## config.mk

```make
export PLATFORM = sky130hd
export DESIGN_NAME = ppu_cpu_reg_port_flat
export DESIGN_NICKNAME = d
export VERILOG_FILES = /design/src/rtl/ppu_cpu_reg_port_if.sv /design/src/rtl/ppu_cpu_reg_port.sv /design/src/flat_wrapper.sv
export SDC_FILE = /design/constraint.sdc
export NUM_CORES = 1
export LEC_CHECK = 0
export ABC_AREA = 1
export CAP_MARGIN = 25
export CORE_MARGIN = 3
export CORE_UTILIZATION = 53
export DETAILED_ROUTE_END_ITERATION = 16
export PLACE_DENSITY = 0.86
export SLEW_MARGIN = 20
export SYNTH_ARGS = -nofsm -noshare
export SYNTH_HDL_FRONTEND = slang
export SYNTH_SLANG_ARGS = --single-unit
```

## constraint.sdc

```tcl
create_clock -name clk -period 5.6 [get_ports clk]
set_clock_uncertainty 0.05 [all_clocks]
set_input_delay 0.56 -clock clk [delete_from_list [all_inputs] [get_ports clk]]
set_output_delay 0.56 -clock clk [all_outputs]
set_load 0.005 [all_outputs]
```

## src/rtl/ppu_cpu_reg_port_if.sv

```systemverilog
// CPU-side register bus of the PPU: chip select, register index, direction,
// write data, and the read data / access-complete pulse returned by the port.
interface ppu_cpu_reg_port_if;
    logic       ppu_reg_cs;
    logic [2:0] ppu_reg_addr;
    logic       vram_WE;
    logic [7:0] cpu_data_in;
    logic [7:0] cpu_data_out;
    logic       rdy;

    modport master (
        output ppu_reg_cs, ppu_reg_addr, vram_WE, cpu_data_in,
        input  cpu_data_out, rdy
    );

    modport slave (
        input  ppu_reg_cs, ppu_reg_addr, vram_WE, cpu_data_in,
        output cpu_data_out, rdy
    );
endinterface

```

## src/rtl/ppu_cpu_reg_port.sv

```systemverilog
// PPU register window ($2000-$2007) responder: control/mask, loopy scroll
// latches, VBlank status, PPUDATA buffering and the PPU-side VRAM/OAM strobes.
module ppu_cpu_reg_port #(
    parameter int unsigned VRAM_AW = 14
) (
    input  logic                     clk,
    input  logic                     reset,
    ppu_cpu_reg_port_if.slave        bus,
    input  logic                     vblank_set,
    input  logic                     vblank_clr,
    input  logic                     sprite0_hit,
    input  logic                     sprite_ovf,
    input  logic [7:0]               oam_rd_data,
    output logic [7:0]               oam_addr,
    output logic [7:0]               oam_wr_data,
    output logic                     oam_we,
    output logic [VRAM_AW-1:0]       vram_addr,
    output logic [7:0]               vram_wr_data,
    output logic                     vram_we,
    output logic                     vram_re,
    input  logic [7:0]               vram_rd_data,
    output logic [7:0]               ppuctrl,
    output logic [7:0]               ppumask,
    output logic [14:0]              t_addr,
    output logic [14:0]              v_addr,
    output logic [2:0]               fine_x,
    output logic                     nmi
);

    typedef enum logic [1:0] {IDLE, DONE, RD_WAIT, INC} state_t;

    state_t      state_q, state_d;
    logic        cs_prev_q;
    logic        acc_we_q, acc_we_d;
    logic [2:0]  acc_addr_q, acc_addr_d;
    logic [7:0]  ppuctrl_q, ppuctrl_d;
    logic [7:0]  ppumask_q, ppumask_d;
    logic [14:0] t_q, t_d;
    logic [14:0] v_q, v_d;
    logic [2:0]  fine_x_q, fine_x_d;
    logic        w_q, w_d;
    logic        vblank_q, vblank_d;
    logic [7:0]  buf_q, buf_d;
    logic [7:0]  data_q, data_d;
    logic [7:0]  oam_addr_q, oam_addr_d;
    logic [7:0]  oam_wr_data_q, oam_wr_data_d;
    logic [7:0]  vram_wr_data_q, vram_wr_data_d;
    logic        start;
    logic        status_clr;

    always_ff @(posedge clk or posedge reset) begin
        if (reset) begin
            state_q        <= IDLE;
            cs_prev_q      <= 1'b0;
            acc_we_q       <= 1'b0;
            acc_addr_q     <= '0;
            ppuctrl_q      <= '0;
            ppumask_q      <= '0;
            t_q            <= '0;
            v_q            <= '0;
            fine_x_q       <= '0;
            w_q            <= 1'b0;
            vblank_q       <= 1'b0;
            buf_q          <= '0;
            data_q         <= '0;
            oam_addr_q     <= '0;
            oam_wr_data_q  <= '0;
            vram_wr_data_q <= '0;
        end else begin
            state_q        <= state_d;
            cs_prev_q      <= bus.ppu_reg_cs;
            acc_we_q       <= acc_we_d;
            acc_addr_q     <= acc_addr_d;
            ppuctrl_q      <= ppuctrl_d;
            ppumask_q      <= ppumask_d;
            t_q            <= t_d;
            v_q            <= v_d;
            fine_x_q       <= fine_x_d;
            w_q            <= w_d;
            vblank_q       <= vblank_d;
            buf_q          <= buf_d;
            data_q         <= data_d;
            oam_addr_q     <= oam_addr_d;
            oam_wr_data_q  <= oam_wr_data_d;
            vram_wr_data_q <= vram_wr_data_d;
        end
    end

    always_comb begin
        state_d        = state_q;
        acc_we_d       = acc_we_q;
        acc_addr_d     = acc_addr_q;
        ppuctrl_d      = ppuctrl_q;
        ppumask_d      = ppumask_q;
        t_d            = t_q;
        v_d            = v_q;
        fine_x_d       = fine_x_q;
        w_d            = w_q;
        buf_d          = buf_q;
        data_d         = data_q;
        oam_addr_d     = oam_addr_q;
        oam_wr_data_d  = oam_wr_data_q;
        vram_wr_data_d = vram_wr_data_q;
        status_clr     = 1'b0;
        start          = !bus.ppu_reg_cs && cs_prev_q;

        unique case (state_q)
            IDLE: begin
                if (start) begin
                    acc_we_d   = bus.vram_WE;
                    acc_addr_d = bus.ppu_reg_addr;
                    data_d     = '0;
                    state_d    = DONE;
                    if (bus.vram_WE) begin
                        unique case (bus.ppu_reg_addr)
                            3'd0: begin
                                ppuctrl_d   = bus.cpu_data_in;
                                t_d[11:10]  = bus.cpu_data_in[1:0];
                            end
                            3'd1: ppumask_d     = bus.cpu_data_in;
                            3'd3: oam_addr_d    = bus.cpu_data_in;
                            3'd4: oam_wr_data_d = bus.cpu_data_in;
                            3'd5: begin
                                if (!w_q) begin
                                    fine_x_d  = bus.cpu_data_in[2:0];
                                    t_d[4:0]  = bus.cpu_data_in[7:3];
                                end else begin
                                    t_d[14:12] = bus.cpu_data_in[2:0];
                                    t_d[9:5]   = bus.cpu_data_in[7:3];
                                end
                                w_d = ~w_q;
                            end
                            3'd6: begin
                                // second write copies the freshly completed t into v
                                if (!w_q) begin
                                    t_d[13:8] = bus.cpu_data_in[5:0];
                                    t_d[14]   = 1'b0;
                                end else begin
                                    t_d[7:0] = bus.cpu_data_in;
                                    v_d      = {t_q[14:8], bus.cpu_data_in};
                                end
                                w_d = ~w_q;
                            end
                            3'd7: begin
                                vram_wr_data_d = bus.cpu_data_in;
                                state_d        = INC;
                            end
                            default: ;
                        endcase
                    end else begin
                        unique case (bus.ppu_reg_addr)
                            3'd2: begin
                                data_d     = {vblank_q, sprite0_hit, sprite_ovf, 5'b0};
                                status_clr = 1'b1;
                                w_d        = 1'b0;
                            end
                            3'd4: data_d  = oam_rd_data;
                            3'd7: state_d = RD_WAIT;
                            default: ;
                        endcase
                    end
                end
            end
            RD_WAIT: state_d = INC;
            INC: begin
                v_d = v_q + (ppuctrl_q[2] ? 15'd32 : 15'd1);
                // VRAM data arrives this cycle; palette space bypasses the buffer
                if (!acc_we_q) begin
                    data_d = (v_q[13:8] == 6'h3F) ? vram_rd_data : buf_q;
                    buf_d  = vram_rd_data;
                end
                state_d = DONE;
            end
            DONE: begin
                if (acc_we_q && acc_addr_q == 3'd4)
                    oam_addr_d = oam_addr_q + 8'd1;
                state_d = IDLE;
            end
            default: state_d = IDLE;
        endcase

        vblank_d = vblank_q;
        if (vblank_set)
            vblank_d = 1'b1;
        else if (vblank_clr || status_clr)
            vblank_d = 1'b0;
    end

    assign bus.rdy          = (state_q == DONE);
    assign bus.cpu_data_out = data_q;
    assign oam_we           = (state_q == DONE) && acc_we_q && (acc_addr_q == 3'd4);
    assign vram_we          = (state_q == INC) && acc_we_q;
    assign vram_re          = (state_q == RD_WAIT);
    assign oam_addr         = oam_addr_q;
    assign oam_wr_data      = oam_wr_data_q;
    assign vram_addr        = v_q[VRAM_AW-1:0];
    assign vram_wr_data     = vram_wr_data_q;
    assign ppuctrl          = ppuctrl_q;
    assign ppumask          = ppumask_q;
    assign t_addr           = t_q;
    assign v_addr           = v_q;
    assign fine_x           = fine_x_q;
    assign nmi              = ppuctrl_q[7] & vblank_q;

endmodule

```

## src/flat_wrapper.sv

```systemverilog
// flat-port wrapper written by rule: the top's interface ports become plain ports
module ppu_cpu_reg_port_flat 
#(
    parameter int unsigned VRAM_AW = 14
)
  (clk, reset, vblank_set, vblank_clr, sprite0_hit, sprite_ovf, oam_rd_data, oam_addr, oam_wr_data, oam_we, vram_addr, vram_wr_data, vram_we, vram_re, vram_rd_data, ppuctrl, ppumask, t_addr, v_addr, fine_x, nmi, bus_ppu_reg_cs, bus_ppu_reg_addr, bus_vram_WE, bus_cpu_data_in, bus_cpu_data_out, bus_rdy);
  ppu_cpu_reg_port_if bus_i ();
  input  logic clk;
  input  logic reset;
  input  logic vblank_set;
  input  logic vblank_clr;
  input  logic sprite0_hit;
  input  logic sprite_ovf;
  input  logic [7:0] oam_rd_data;
  output logic [7:0] oam_addr;
  output logic [7:0] oam_wr_data;
  output logic oam_we;
  output logic [VRAM_AW-1:0] vram_addr;
  output logic [7:0] vram_wr_data;
  output logic vram_we;
  output logic vram_re;
  input  logic [7:0] vram_rd_data;
  output logic [7:0] ppuctrl;
  output logic [7:0] ppumask;
  output logic [14:0] t_addr;
  output logic [14:0] v_addr;
  output logic [2:0] fine_x;
  output logic nmi;
  input wire logic [$bits(bus_i.ppu_reg_cs)-1:0] bus_ppu_reg_cs;
  input wire logic [$bits(bus_i.ppu_reg_addr)-1:0] bus_ppu_reg_addr;
  input wire logic [$bits(bus_i.vram_WE)-1:0] bus_vram_WE;
  input wire logic [$bits(bus_i.cpu_data_in)-1:0] bus_cpu_data_in;
  output wire logic [$bits(bus_i.cpu_data_out)-1:0] bus_cpu_data_out;
  output wire logic [$bits(bus_i.rdy)-1:0] bus_rdy;
  assign bus_i.ppu_reg_cs = bus_ppu_reg_cs;
  assign bus_i.ppu_reg_addr = bus_ppu_reg_addr;
  assign bus_i.vram_WE = bus_vram_WE;
  assign bus_i.cpu_data_in = bus_cpu_data_in;
  assign bus_cpu_data_out = bus_i.cpu_data_out;
  assign bus_rdy = bus_i.rdy;
  ppu_cpu_reg_port #(.VRAM_AW(VRAM_AW)) u_core (.clk(clk), .reset(reset), .bus(bus_i), .vblank_set(vblank_set), .vblank_clr(vblank_clr), .sprite0_hit(sprite0_hit), .sprite_ovf(sprite_ovf), .oam_rd_data(oam_rd_data), .oam_addr(oam_addr), .oam_wr_data(oam_wr_data), .oam_we(oam_we), .vram_addr(vram_addr), .vram_wr_data(vram_wr_data), .vram_we(vram_we), .vram_re(vram_re), .vram_rd_data(vram_rd_data), .ppuctrl(ppuctrl), .ppumask(ppumask), .t_addr(t_addr), .v_addr(v_addr), .fine_x(fine_x), .nmi(nmi));
endmodule
```

---- Word-level counts from Yosys, hierarchy flattened ----
Cells that the tools add are included.
word-level totals
  output and inout bits ................... 100
  bits of input ports ..................... 35
  logic and storage cells ................. 118
  flip-flop bits (word level) ............. 98
operators by class
  equal/unequal tests ..................... 24
  reduce and logical (&&, ||, !) cells .... 31
  muxes and demuxes ....................... 39
  bitwise operators ....................... 3
  add/sub/neg operators ................... 2
operator list
  kind                 count
  $mux 8               9
  $mux 15              4
  $pmux 8 s2           3
  $pmux 15 s2          1
  $pmux 10 s2          1
  $reduce_and 4->1     5
  $reduce_and 5->1     4
  $reduce_and 6->1     3
  $add 15x15->15       1
  $eq 3x3->1 const B   5
  $ne 2x2->1 const B   7
  $reduce_bool 2->1    6
  $mux 5               2
  $ne 2x1->1 const B   5
  $mux 1               9
  $add 8x1->8 const B  1
  $mux 2               4
  $pmux 2 s4           1
  $mux 7               1
  $eq 3x2->1 const B   2
  $eq 6x6->1 const B   1
  $mux 6               1
  $pmux 3 s2           1
  $logic_and 1x1->1    5
  other kinds (14)     17

---- Logic depth before layout (Yosys ltp) ----
Gate-level depths: netlist of run 1.
  word-level depth ........................ 8
  mapped depth ............................ 11
  depth with buffers taken out ............ 11

---- Least setup slack after synthesis of run 1 ----
Ideal clock, no wire load.
  path type ............................... register -> register
  start ................................... register u_core.ppuctrl_q[2] (netlist: u_core.ppuctrl[2])
  end ..................................... register u_core.v_q[6] (netlist: u_core.v_addr[6])
  path slack .............................. 3909 ps
  arrival ................................. 1525 ps
  setup time .............................. 116 ps
  stages on the path, launching flop included .. 10
  cell sequence ........................... dfrtp_1 > inv_1 > ha_1 > ha_1 > nand3_1 > o21bai_1 > xnor2_1 > nand2_1 > nand2_1 > nand2_1
on the way
  cells in the longest elaborated chain, start to end .. 3
RTL lines
  element                   RTL line                 source
  start: declaration        ppu_cpu_reg_port.sv:36   logic [7:0] ppuctrl_q, ppuctrl_d;
  start signal: assignment  ppu_cpu_reg_port.sv:74   ppuctrl_q <= ppuctrl_d;
  $mux 6                    ppu_cpu_reg_port.sv:166  v_d = v_q + (ppuctrl_q[2] ? 15'd32 : 15'd1);
  $add 15x15->15            ppu_cpu_reg_port.sv:166
  $pmux 15 s2               ppu_cpu_reg_port.sv:107  unique case (state_q)
  end signal: assignment    ppu_cpu_reg_port.sv:77   v_q <= v_d;
  end: declaration          ppu_cpu_reg_port.sv:39   logic [14:0] v_q, v_d;
Every way passes these cells.
A chain may end at the register's enable or synchronous reset.

---- Worst setup path after layout of run 1 ----
  start ................................... register u_core.state_q[0]
  end ..................................... output port oam_we
on the way
  cells in the longest elaborated chain, start to end .. 3
RTL lines
  element                         RTL line                 source
  start: declaration              ppu_cpu_reg_port.sv:32   state_t state_q, state_d;
  start signal: assignment        ppu_cpu_reg_port.sv:70   state_q <= state_d;
  $eq 2x1->1                      ppu_cpu_reg_port.sv:191  assign oam_we = (state_q == DONE) && acc_we_q && (acc_addr_q == 3'd4);
  $logic_and 1x1->1 (2 in a row)  ppu_cpu_reg_port.sv:191
  end: declaration                flat_wrapper.sv:17       output logic oam_we;
Every way passes these cells.

==> run metrics, run 1 <==
CTS Buf Count 9; Pleak 0.00311 µW; antenna cells 0; count of cells resized by post-cts repair 0; Routed Antenna Nets 0; Max Cap Viol 0; Final Cell Area 6670 µm²; die width 105 µm; crit-path max FO 17; vias in the first global route 4,742; Setup CP Type flop to output port; synth warn 0; worst-case headroom to the max-slew limit 44.9%; DR WL/cell 15.3 µm; Final Setup Violations 0; Post-CTS Hold Buffers 0; Synth-to-Final Area Change 28.8%; Worst path max stage delay 540 ps; setup slack at placement 3100 ps; outcome finished clean; row cnt 35; commonest cells after routing, fill and taps aside nand2_1, clkdlybuf4s50_1, dfrtp_1; Vias 4,848; Worst EP arrival 2320 ps; peak supply drop 0.263 mV; Syn Inst Count 663; placed cell area 6460 µm²; Post-DP HPWL 10.1 mm; clock-pin slew on the worst setup and hold paths 100 ps; Crit. End Element output port; clk buf depth 2; f_max 341 MHz; IO Count 135; TritonRoute pass-1 iters 5; die height 105 µm; die area 11,000 µm²; total gr overflow 0; Root Buffer clkbuf_8; setup ws final 2670 ps; CP startpoint kind flop; CTS tree built; register bit count reported by yosys 98; Core ar. 9370 µm²; CTS sink cnt 98; first-pass GRT wire length 23.1 mm; nets@finish 816; final slew viol count 0; DRT iter0 DRCs 331; Final Util 71.1%; pwr dens 457 nW/µm²; Port Buf Inserts 134; unrepaired setup endpoints after global routing false; Overall Global Routing Usage 25.8%; Final GP Congestion 0.955; setup TNS 0 ps; R2R Setup Slk 3160 ps; leading cell type in the layout, fill and taps excluded nand2_1; fill count 770; Avg Cell Area, Syn 7.80 µm²; Slew @ Worst Pin 827 ps; Post CTS Setup Buffer Count 0; vias per cell 5.32; htree depth 3; largest net degree at the start of global routing 66; Initial Utilization 55.2%; Synthesized Nets 702; Final Cycle Share 52.3%; fraction of layout cells with a size suffix above 1 7.54%; Tot Pwr 3050 µW; Post-Syn Area 5170 µm²; worst-path cell chain inv_2 -> nor2_2 -> inv_1 -> nor2_1 -> clkdlybuf4s50_1; Clock Latency Late Sink 370 ps; worst min path class flop to flop; DRC violations left 0; CP max-delay cell clkdlybuf4s50_1; post-synth cell types 39; initial antenna violation count 0; Detailed Route WL 13.9 mm; CP Data Required Time 4990 ps; endpoints failing hold 0; Final min period 2930 ps; register area share after synthesis 47.4%
==> worst max-delay path, delay by kind of cell, from the launching register on <==
| kind | cells | cell delay, ps |
|---|---|---|
| AND/OR/NAND/NOR | 2 | 680 |
| buffers and inverters | 3 | 860 |
| flip-flops | 1 | 420 |
==> cell usage after synthesis (all sizes together) <==
library cell / number / area share [%]
a31oi: 5 / 0.60
nor2: 77 / 6.0
xnor2: 3 / 0.51
xor2: 2 / 0.34
nand2: 202 / 15
mux2: 2 / 0.44
o21ai: 86 / 9.5
clkbuf: 3 / 0.22
nand3: 53 / 5.2
o21a: 1 / 0.15
o21bai: 1 / 0.15
or2: 2 / 0.24
o31ai: 1 / 0.15
ha: 4 / 0.97
buf: 30 / 4.4
nand4: 3 / 0.77
nor3: 2 / 0.19
nand3b: 4 / 0.58
a311oi: 1 / 0.17
a21oi: 10 / 1.2
dfrtp: 98 / 47
and2: 1 / 0.12
o22ai: 1 / 0.12
inv: 67 / 4.9
o211ai: 4 / 0.58
==> path summary, 6_finish.rpt <==
path	endpoint	cells after the start	from
worst max-delay path	oam_we	5	u_core.state_q[0]$_DFFE_PP0P_
min in group asynchronous	u_core.t_addr[4]$_DFFE_PP0P_	2	reset
worst max register to register	u_core.bus.cpu_data_out[7]$_DFFE_PP0P_	7	u_core.state_q[1]$_DFFE_PP0P_
worst min-delay path	u_core.ppuctrl[5]$_DFFE_PP0P_	2	u_core.ppuctrl[5]$_DFFE_PP0P_
max in group asynchronous	u_core.fine_x[1]$_DFFE_PP0P_	3	reset
worst min register to register	u_core.ppuctrl[5]$_DFFE_PP0P_	2	u_core.ppuctrl[5]$_DFFE_PP0P_
==> state kept, by name, summed over array words and instances, names as in the netlist <==
name,count
u_core.t_addr,15
u_core.ppumask,8
u_core.v_addr,15
u_core.buf_q,8
u_core.fine_x,3
u_core.vram_wr_data,8
u_core.cs_prev_q,1
u_core.acc_addr_q,3
u_core.bus.cpu_data_out,8
u_core.w_q,1
u_core.acc_we_q,1
u_core.vblank_q,1
u_core.ppuctrl,8
u_core.oam_addr,8
u_core.state_q,2
u_core.oam_wr_data,8
==> power breakdown <==
part,switching (µW),leakage (µW),internal [µW]
sequential,261,0.00123,986
clock,268,0.000103,215
combinational,573,0.00177,742
total,1100,0.00311,1940
==> stage by stage <==
stage          hold WS (ps)  instances
2_1_floorplan           403        663
3_5_place_dp            424        895
4_1_cts                 449        911
6_report                444        911
3_3_place_gp            415        895
5_1_grt                 472        911
==> layout make-up <==
cell class | instances | area [µm²] | area share, %
Timing Repair Buffer | 136 | 1360 | 20.3
Sequential cell | 98 | 2450 | 36.8
Tap cell | 129 | 161 | 2.42
Clock buffer | 9 | 124 | 1.86
Multi-Input combinational cell | 465 | 2230 | 33.5
Clock inverter | 7 | 83.8 | 1.26
Inverter | 67 | 254 | 3.81
==> metal layers <==
| layer | track usage (%) | vias up | wire (µm) |
|---|---|---|---|
| met5 | 0 | - | 0 |
| met4 | 9.75 | 0 | 403 |
| met3 | 6.73 | 34 | 1100 |
| met2 | 41.8 | 188 | 6590 |
| met1 | 33.3 | 2290 | 5810 |
| li1 | - | 2336 | - |
==> logic make-up (layout without fill, tap and decap cells) <==
family | Yosys count | after routing | share of synthesized area, %
buffers and inverters | 100 | 219 | 9.43
flip-flops | 98 | 98 | 47.4
adder cells (fa/ha/maj) | 4 | 4 | 0.967
AO/OA/AOI/OAI | 110 | 110 | 12.6
multiplexers | 2 | 2 | 0.435
AND/OR/NAND/NOR | 344 | 344 | 28.3
XOR/XNOR | 5 | 5 | 0.847
No activity file was read; power rests on OpenSTA's default activity.
==> inputs of run 2 (changes only) <==
CORE_UTILIZATION = 44   (was 53)
PLACE_DENSITY = 0.76   (was 0.86)
clock period = 2.6 ns   (was 5.6 ns; I/O delays follow)
==> run 2 against run 1 <==
  * Non-clock buffer count increased by 4
  * Register-to-register slack got worse by 2500 ps
  * Power is 130% higher
  * Die area increased by 19%
  * Sequential share of layout area is 0.84 points lower
  * First-iteration DRC count increased by 11%
  * Worst setup slack worse by 2300 ps
  * Global-route usage is 3.6 points lower
  * Sequential cell count is the same
  * Via count grew 0.39%
  * Critical path type unchanged
  * Highest routed layer unchanged
==> run metrics, run 2 (synthesized netlist as in run 1, its figures left out) <==
CTS tree built; initial antenna violation count 0; row cnt 38; f_max 447 MHz; DRC violations left 0; Final min period 2240 ps; setup slack at placement 443 ps; Routed Antenna Nets 0; Port Buf Inserts 134; DR WL/cell 15.6 µm; setup TNS 0 ps; Final Cycle Share 86.0%; Final Setup Violations 0; Overall Global Routing Usage 22.2%; outcome finished clean; endpoints failing hold 0; Initial Utilization 46.3%; Max Cap Viol 0; Clock Latency Late Sink 340 ps; met2 Resource Use GR 36.6%; fill count 985; clock-pin slew on the worst setup and hold paths 70 ps; count of cells resized by post-cts repair 0; antenna cells 0; Post-CTS Hold Buffers 0; CTS sink cnt 98; first-pass GRT wire length 23.1 mm; nets@finish 820; Final GP Congestion 0.915; Setup CP Type flop to output port; leading cell type in the layout, fill and taps excluded nand2_1; Detailed Route WL 14.4 mm; GR Util met3 3.91%; htree depth 3; unrepaired setup endpoints after global routing false; CTS Buf Count 9; IO Count 135; Post CTS Setup Buffer Count 0; commonest cells after routing, fill and taps aside nand2_1, clkdlybuf4s50_1, dfrtp_1; die area 13,100 µm²; Worst EP arrival 1930 ps; Crit. End Element output port; Slew @ Worst Pin 650 ps; Synth-to-Final Area Change 31.9%; Vias 4,867; Final Instance Count excl. Fillers 926; TritonRoute pass-1 iters 7; die height 114 µm; cell count after placement 910; setup ws final 364 ps; final slew viol count 0; peak supply drop 0.469 mV; clk buf depth 2; worst min path class primary input to async pin; Global Route met1 Usage 29.9%; grt peak-use layer met2; largest net degree at the start of global routing 99; CP Data Required Time 2290 ps; crit-path max FO 17; Core ar. 11,200 µm²; vias in the first global route 4,607; pwr dens 1010 nW/µm²; Pleak 0.00317 µW; CP startpoint kind flop; fraction of layout cells with a size suffix above 1 7.89%; DRT iter0 DRCs 368; total gr overflow 0; die width 114 µm; Root Buffer clkbuf_16; vias per cell 5.26; worst-case headroom to the max-slew limit 56.6%; Post-DP HPWL 10.4 mm
## run 2: cell count changes in the layout (fill, tap and decap cells not counted), sizes merged
cell,delta
inv,-5
buf,+4
clkbuf,+2
clkinv,+2
clkinvlp,+1
## run 2: critical path: stages (launching register included)
cell             delay [ps]
dfrtp_1                 410
inv_2                    90
nor2_2                   80
buf_4                   210
inv_1                   140
nor2_1                  150
clkdlybuf4s50_1         520
## run 2: final timing paths
| path | slack [ps] | cells past startpoint | end | start |
|---|---|---|---|---|
| max | 360 | 6 | oam_we | u_core.state_q[0]$_DFFE_PP0P_ |
| min | 360 | 3 | u_core.oam_wr_data[3]$_DFFE_PP0P_ | reset |
| max reg2reg | 640 | 7 | u_core.bus.cpu_data_out[7]$_DFFE_PP0P_ | u_core.state_q[1]$_DFFE_PP0P_ |
| min reg2reg | 430 | 2 | u_core.oam_wr_data[3]$_DFFE_PP0P_ | u_core.oam_wr_data[3]$_DFFE_PP0P_ |
| max in group asynchronous | 1710 | 3 | u_core.ppuctrl[7]$_DFFE_PP0P_ | reset |
| min in group clk | 380 | 1 | u_core.cs_prev_q$_DFF_PP0_ | bus_ppu_reg_cs |
## run 2: layout make-up
type                       count  area [µm²]  area share [%]
clock inverter                 5        63.8           0.935
sequential                    98        2450            36.0
multi-input combinational    465        2230            32.7
timing repair buffer         140        1400            20.5
inverter                      67         255            3.74
tap                          140         175            2.57
clock buffer                  11         243            3.56
## run 2: report_power, final
group	total, µW	internal [µW]	switching, µW
clock	1360	778	577
sequential	2720	2130	587
combinational	2840	1610	1230
## run 2: routing by layer
layer	vias to the layer above	wire, µm
met1	2300	6150
met2	204	6890
li1	2344	-
met5	-	0
met4	0	254
met3	19	1120
## run 2: metrics by stage
stage / cell area (µm²) / hold WS, ps / total power [µW] / util (%)
final: 6820 / 358 / 6910 / 61.1
after detailed placement: 6520 / 419 / 5580 / 58.3
after global routing: 6820 / 391 / 7400 / 61.1
after CTS: 6820 / 376 / 6960 / 61.1
after global placement: 6520 / 419 / 5470 / 58.3
after floorplan: 5180 / 241 / 4020 / -
